<file path="src/rtl/cpu16_encode_issue_if.sv">
// rtl/cpu16_encode_issue_if.sv - request and IR handshake bundle for cpu16_encode_issue
interface cpu16_encode_issue_if #(
    parameter int DEPTH = 4,
    parameter int CNTW  = 8
);
    localparam int LW = $clog2(DEPTH) + 1;

    logic            IN_VALID;
    logic            IN_READY;
    logic [3:0]      ICNT;
    logic [3:0]      DEST;
    logic [3:0]      SRC;
    logic            IR_VALID;
    logic            IR_READY;
    logic [15:0]     IR;
    logic            ERR;
    logic [LW-1:0]   LEVEL;
    logic [CNTW-1:0] ISSUE_CNT;

    modport master (
        output IN_VALID, ICNT, DEST, SRC, IR_READY,
        input  IN_READY, IR_VALID, IR, ERR, LEVEL, ISSUE_CNT
    );

    modport slave (
        input  IN_VALID, ICNT, DEST, SRC, IR_READY,
        output IN_READY, IR_VALID, IR, ERR, LEVEL, ISSUE_CNT
    );
endinterface

</file>
<file path="src/rtl/cpu16_encode_issue.sv">
// rtl/cpu16_encode_issue.sv - one-hot op encoder feeding a small FIFO that issues CPU16 IR words
module cpu16_encode_issue #(
    parameter int DEPTH = 4,
    parameter int CNTW  = 8
) (
    input  logic                 CLK,
    input  logic                 RST_N,
    input  logic                 CLR,
    cpu16_encode_issue_if.slave  bus
);
    localparam int AW = $clog2(DEPTH);
    localparam int LW = AW + 1;

    localparam logic [3:0] FUNC_ADD = 4'b1010;
    localparam logic [3:0] FUNC_SUB = 4'b0010;
    localparam logic [3:0] FUNC_AND = 4'b1100;
    localparam logic [3:0] FUNC_OR  = 4'b1110;

    logic [15:0]     mem_q [DEPTH];
    logic [AW-1:0]   wptr_q, wptr_d;
    logic [AW-1:0]   rptr_q, rptr_d;
    logic [LW-1:0]   level_q, level_d;
    logic            err_q, err_d;
    logic [CNTW-1:0] cnt_q, cnt_d;

    logic [3:0]  func;
    logic        legal;
    logic [15:0] wr_word_d;
    logic        in_ready;
    logic        ir_valid;
    logic        accept;
    logic        push;
    logic        pop;

    // Anything other than exactly one hot bit (X included) falls to the default arm.
    always_comb begin
        func  = 4'b0000;
        legal = 1'b0;
        case (bus.ICNT)
            4'b0001: begin func = FUNC_ADD; legal = 1'b1; end
            4'b0010: begin func = FUNC_SUB; legal = 1'b1; end
            4'b0100: begin func = FUNC_AND; legal = 1'b1; end
            4'b1000: begin func = FUNC_OR;  legal = 1'b1; end
            default: begin func = 4'b0000;  legal = 1'b0; end
        endcase
    end

    assign wr_word_d = {4'b0000, bus.DEST, func, bus.SRC};

    assign in_ready = (level_q != LW'(DEPTH));
    assign ir_valid = (level_q != '0);
    assign accept   = bus.IN_VALID & in_ready;
    assign push     = accept & legal;
    assign pop      = ir_valid & bus.IR_READY;

    always_comb begin
        wptr_d  = wptr_q;
        rptr_d  = rptr_q;
        level_d = level_q;
        err_d   = err_q;
        cnt_d   = cnt_q;

        if (push) begin
            wptr_d = wptr_q + AW'(1);
        end
        if (pop) begin
            rptr_d = rptr_q + AW'(1);
        end
        level_d = level_q + LW'(push) - LW'(pop);

        if (accept & ~legal) begin
            err_d = 1'b1;
        end
        if (pop) begin
            cnt_d = cnt_q + CNTW'(1);
        end

        // Clear wins over a same-edge illegal request or issue.
        if (CLR) begin
            err_d = 1'b0;
            cnt_d = '0;
        end
    end

    always_ff @(posedge CLK or negedge RST_N) begin
        if (!RST_N) begin
            wptr_q  <= '0;
            rptr_q  <= '0;
            level_q <= '0;
            err_q   <= 1'b0;
            cnt_q   <= '0;
        end else begin
            wptr_q  <= wptr_d;
            rptr_q  <= rptr_d;
            level_q <= level_d;
            err_q   <= err_d;
            cnt_q   <= cnt_d;
        end
    end

    // Storage needs no reset: LEVEL gates every read of it.
    always_ff @(posedge CLK) begin
        if (push) begin
            mem_q[wptr_q] <= wr_word_d;
        end
    end

    assign bus.IN_READY  = in_ready;
    assign bus.IR_VALID  = ir_valid;
    assign bus.IR        = ir_valid ? mem_q[rptr_q] : 16'h0000;
    assign bus.ERR       = err_q;
    assign bus.LEVEL     = level_q;
    assign bus.ISSUE_CNT = cnt_q;
endmodule
</file>
<file path="src/flat_wrapper.sv">
// flat-port wrapper written by rule: the top's interface ports become plain ports
module cpu16_encode_issue_flat 
#(
    parameter int DEPTH = 4,
    parameter int CNTW  = 8
)
  (CLK, RST_N, CLR, bus_IN_VALID, bus_ICNT, bus_DEST, bus_SRC, bus_IR_READY, bus_IN_READY, bus_IR_VALID, bus_IR, bus_ERR, bus_LEVEL, bus_ISSUE_CNT);
  cpu16_encode_issue_if #(.DEPTH(DEPTH), .CNTW(CNTW)) bus_i ();
  input  logic CLK;
  input  logic RST_N;
  input  logic CLR;
  input wire logic [$bits(bus_i.IN_VALID)-1:0] bus_IN_VALID;
  input wire logic [$bits(bus_i.ICNT)-1:0] bus_ICNT;
  input wire logic [$bits(bus_i.DEST)-1:0] bus_DEST;
  input wire logic [$bits(bus_i.SRC)-1:0] bus_SRC;
  input wire logic [$bits(bus_i.IR_READY)-1:0] bus_IR_READY;
  output wire logic [$bits(bus_i.IN_READY)-1:0] bus_IN_READY;
  output wire logic [$bits(bus_i.IR_VALID)-1:0] bus_IR_VALID;
  output wire logic [$bits(bus_i.IR)-1:0] bus_IR;
  output wire logic [$bits(bus_i.ERR)-1:0] bus_ERR;
  output wire logic [$bits(bus_i.LEVEL)-1:0] bus_LEVEL;
  output wire logic [$bits(bus_i.ISSUE_CNT)-1:0] bus_ISSUE_CNT;
  assign bus_i.IN_VALID = bus_IN_VALID;
  assign bus_i.ICNT = bus_ICNT;
  assign bus_i.DEST = bus_DEST;
  assign bus_i.SRC = bus_SRC;
  assign bus_i.IR_READY = bus_IR_READY;
  assign bus_IN_READY = bus_i.IN_READY;
  assign bus_IR_VALID = bus_i.IR_VALID;
  assign bus_IR = bus_i.IR;
  assign bus_ERR = bus_i.ERR;
  assign bus_LEVEL = bus_i.LEVEL;
  assign bus_ISSUE_CNT = bus_i.ISSUE_CNT;
  cpu16_encode_issue #(.DEPTH(DEPTH), .CNTW(CNTW)) u_core (.CLK(CLK), .RST_N(RST_N), .CLR(CLR), .bus(bus_i));
endmodule
</file>
<file path="config.mk">
export PLATFORM = sky130hd
export DESIGN_NAME = cpu16_encode_issue_flat
export DESIGN_NICKNAME = d
export VERILOG_FILES = /design/src/rtl/cpu16_encode_issue_if.sv /design/src/rtl/cpu16_encode_issue.sv /design/src/flat_wrapper.sv
export SDC_FILE = /design/constraint.sdc
export NUM_CORES = 1
export LEC_CHECK = 0
export BUFFER_PORTS_ARGS = -buffer_cell sky130_fd_sc_hd__buf_2
export CORE_MARGIN = 2
export CORE_UTILIZATION = 40
export DETAILED_ROUTE_END_ITERATION = 8
export PLACE_DENSITY_LB_ADDON = 0.2
export SLEW_MARGIN = 30
export SYNTH_ARGS = -nofsm -noshare
export SYNTH_HDL_FRONTEND = slang
export SYNTH_SLANG_ARGS = --single-unit
</file>
<file path="constraint.sdc">
create_clock -name CLK -period 2.1 [get_ports CLK]
set_input_delay 0.42 -clock CLK [delete_from_list [all_inputs] [get_ports CLK]]
set_output_delay 0.42 -clock CLK [all_outputs]
set_load 0.05 [all_outputs]
</file>
==> reports/results.txt <==
outcome - complete, but fails checks
failing checks - negative setup slack
WS Path Type - reg2out
Fin. Hold Viols - 0
Port Buffers - 41
initial antenna violation count - 1
reg2reg start - u_core.bus.LEVEL[1]
Area contributors post-synth - edfxtp_1 (51%), dfrtp_1 (15%), mux4_2 (9.5%)
Tmin final - 2.10 ns
DP HPWL - 3520 um
Peak VDD IR - 0.877 mV
Area growth, synth to finish - 31.9%
most used routing layer - met2
crit path launch type - flip-flop
critical path fanouts, max - 5
period utilization - 1.00
Horiz. Die Dim - 84.7 um
share of cells above drive strength 1 - 0.469
Hold Path Class - in2async
Synth warnings - 0
Leak - 1.40 nW
final clock skew - 0.00766 ns
Post-DRT Antenna Nets - 0
r2r setup slk - 0.11 ns
FFs w/ async S/R, synth - 0.267
Flop pwr share - 0.325
WP data arrival - 1.68 ns
internal power - 2.88 mW
synthesized cell area - 0.00261 sq mm
vias in the first global route - 1645
most common cell in the netlist - edfxtp_1
register bit total from synthesis - 60
pin count of the biggest net entering global routing - 17
Final Worst Setup Slack - -0.00154 ns
DR vias/cell - 4.93
hold_ws - 0.00632 ns
number of inserted diodes - 0
Avg Cell Area, Syn - 16.0 sq um
CORE AREA - 0.00631 sq mm
crit path from - u_core.rptr_q[0]
clk_lat worst skew - 0.32 ns
Cell Pwr Density - 1380 mW/mm^2
Fill cells - 546
Max Transition Viols Final - 0
CTS Buf Count - 9
Boundary Pins - 47
CTS tree - done
Seq/Total Area, Yosys - 0.661
met1 usage - 0.164
area of the multi-input gates - 917 sq um
MaxCap Viol Count - 0
clock share of power - 0.169
Synth top area share - 0.507
Sw Share - 0.394
Clock transition at path regs - 0.06 ns
DR WL/cell - 15.5 um
GRT Total Usage - 0.147
DIE AREA - 0.00718 sq mm
Main synth FF type - edfxtp_1
final setup fails - 1
global-route met2 utilization - 0.261
drt pass-1 iters - 3
post-layout net count - 263
# rows - 29
Placer Congestion - 0.700
wire length of the first global-routing pass - 7910 um
Vert. Die Dim - 84.7 um
drt first-iter violations - 92
CTS root buf - clkbuf_8
Post-synth top cells - edfxtp_1 (44), dfrtp_1 (16), mux4_2 (11), nor2b_1 (11), xnor2_1 (10)
H-tree Lvls - 3
EDFF count, synth - 44
cell taking the most area after synthesis - edfxtp_1
Fmax achieved - 476 MHz
M3 GR Usage - 0.0413
Starting Density - 0.413
number of distinct library cells after synthesis - 31
clock tree buffer depth - 2
Comb pwr share - 0.505
WP data required - 1.68 ns
Syn Inst Count - 163
FF+latch area - 0.00173 sq mm
WL final - 4950 um
Tot Pwr - 4.76 mW
via count - 1576
NetSw - 1.88 mW
CTS sink cnt - 60
grt ovf - 0
Worst Setup End Kind - output port
number of remaining DRC errors - 0
RSZ-0062 raised after global routing - true
## cell type report
cell class | count | area share
flip-flops and latches | 60 | 0.502
multi-input cells | 89 | 0.267
repair buffers | 69 | 0.149
well taps | 77 | 0.0280
clock inverters | 4 | 0.00473
inverters | 9 | 0.00983
clock buffers | 12 | 0.0393
## power groups by stage
| stage | clock network, mW | registers (mW) | logic, mW |
|---|---|---|---|
| final | 0.806 | 1.55 | 2.40 |
| after global routing | 0.893 | 1.57 | 2.54 |
| after CTS | 0.837 | 1.55 | 2.46 |
| after detailed placement | 0 | 1.58 | 2.01 |
| after global placement | 0 | 1.57 | 1.98 |
| after floorplan | 0 | 1.71 | 1.37 |
## critical path, stage by stage, from the launching register on
cell     delay, ns
dfrtp_2       0.40
buf_6         0.16
mux4_2        0.51
nor2b_4       0.14
buf_6         0.15
## stage by stage
step | setup slack (ns) | instance area (sq um) | util | cells | TNS, ns
2_1_floorplan | -0.149 | 2670 | - | 167 | -0.254
3_3_place_gp | -0.194 | 3120 | 0.494 | 299 | -1.76
3_5_place_dp | -0.229 | 3120 | 0.494 | 299 | -2.35
4_1_cts | -0.0826 | 3440 | 0.545 | 319 | -0.838
5_1_grt | -0.0669 | 3440 | 0.544 | 320 | -0.631
6_report | -0.00154 | 3440 | 0.544 | 320 | -0.00154
## flip-flops by register name (all words and copies together), names as in the netlist
register,count
u_core.rptr_q,2
u_core.bus.ERR,1
u_core.bus.ISSUE_CNT,8
u_core.mem_q,44
u_core.wptr_q,2
u_core.bus.LEVEL,3
## metal layers
layer / vias to the layer above / wire length (um)
li1: 737 / -
met1: 791 / 2020
met2: 34 / 2650
met3: 12 / 194
met4: 2 / 77
met5: - / 16
## worst paths after layout
check | cells past startpoint | to
worst max-delay path | 4 | bus_IR[6]
worst max register to register | 9 | u_core.bus.LEVEL[2]
worst min register to register | 2 | u_core.bus.ERR
max in group asynchronous | 1 | u_core.bus.LEVEL[0]
min in group CLK | 1 | u_core.mem_q[0][3]
worst min-delay path | 1 | u_core.bus.ISSUE_CNT[0]
## logic make-up after synthesis
family          Yosys count  share of synthesized area
buf+inv                  18                     0.0336
compound gates            9                     0.0312
fa+ha+maj                 8                     0.0413
other cells               1                    0.00144
flops                    60                      0.661
simple gates             42                     0.0874
xor+xnor                 13                     0.0437
mux                      12                      0.101
## what timing repair did
item,in CTS,in global routing
setup buffers,3,3
resized for setup,35,5
gates cloned,1,0
hold buffers,0,0
setup endpoints to repair,11,13
pin swaps,0,4
## cells in the final DEF, fill, tap and decap left out, types with 5 or more instances in the layout
cell      netlist  layout
nor2b_4         0      10
dfrtp_1        16      12
ha_1            7       6
inv_1           9       8
edfxtp_1       44      44
nand2_1         7       7
mux4_2         11      11
clkbuf_8        0       9
conb_1          1       5
nor2_1          8       8
buf_6           0      13
xnor2_1        10       9
buf_2           1      30
buf_4           5      24
Note: power is estimated with default switching activity, not from simulation.
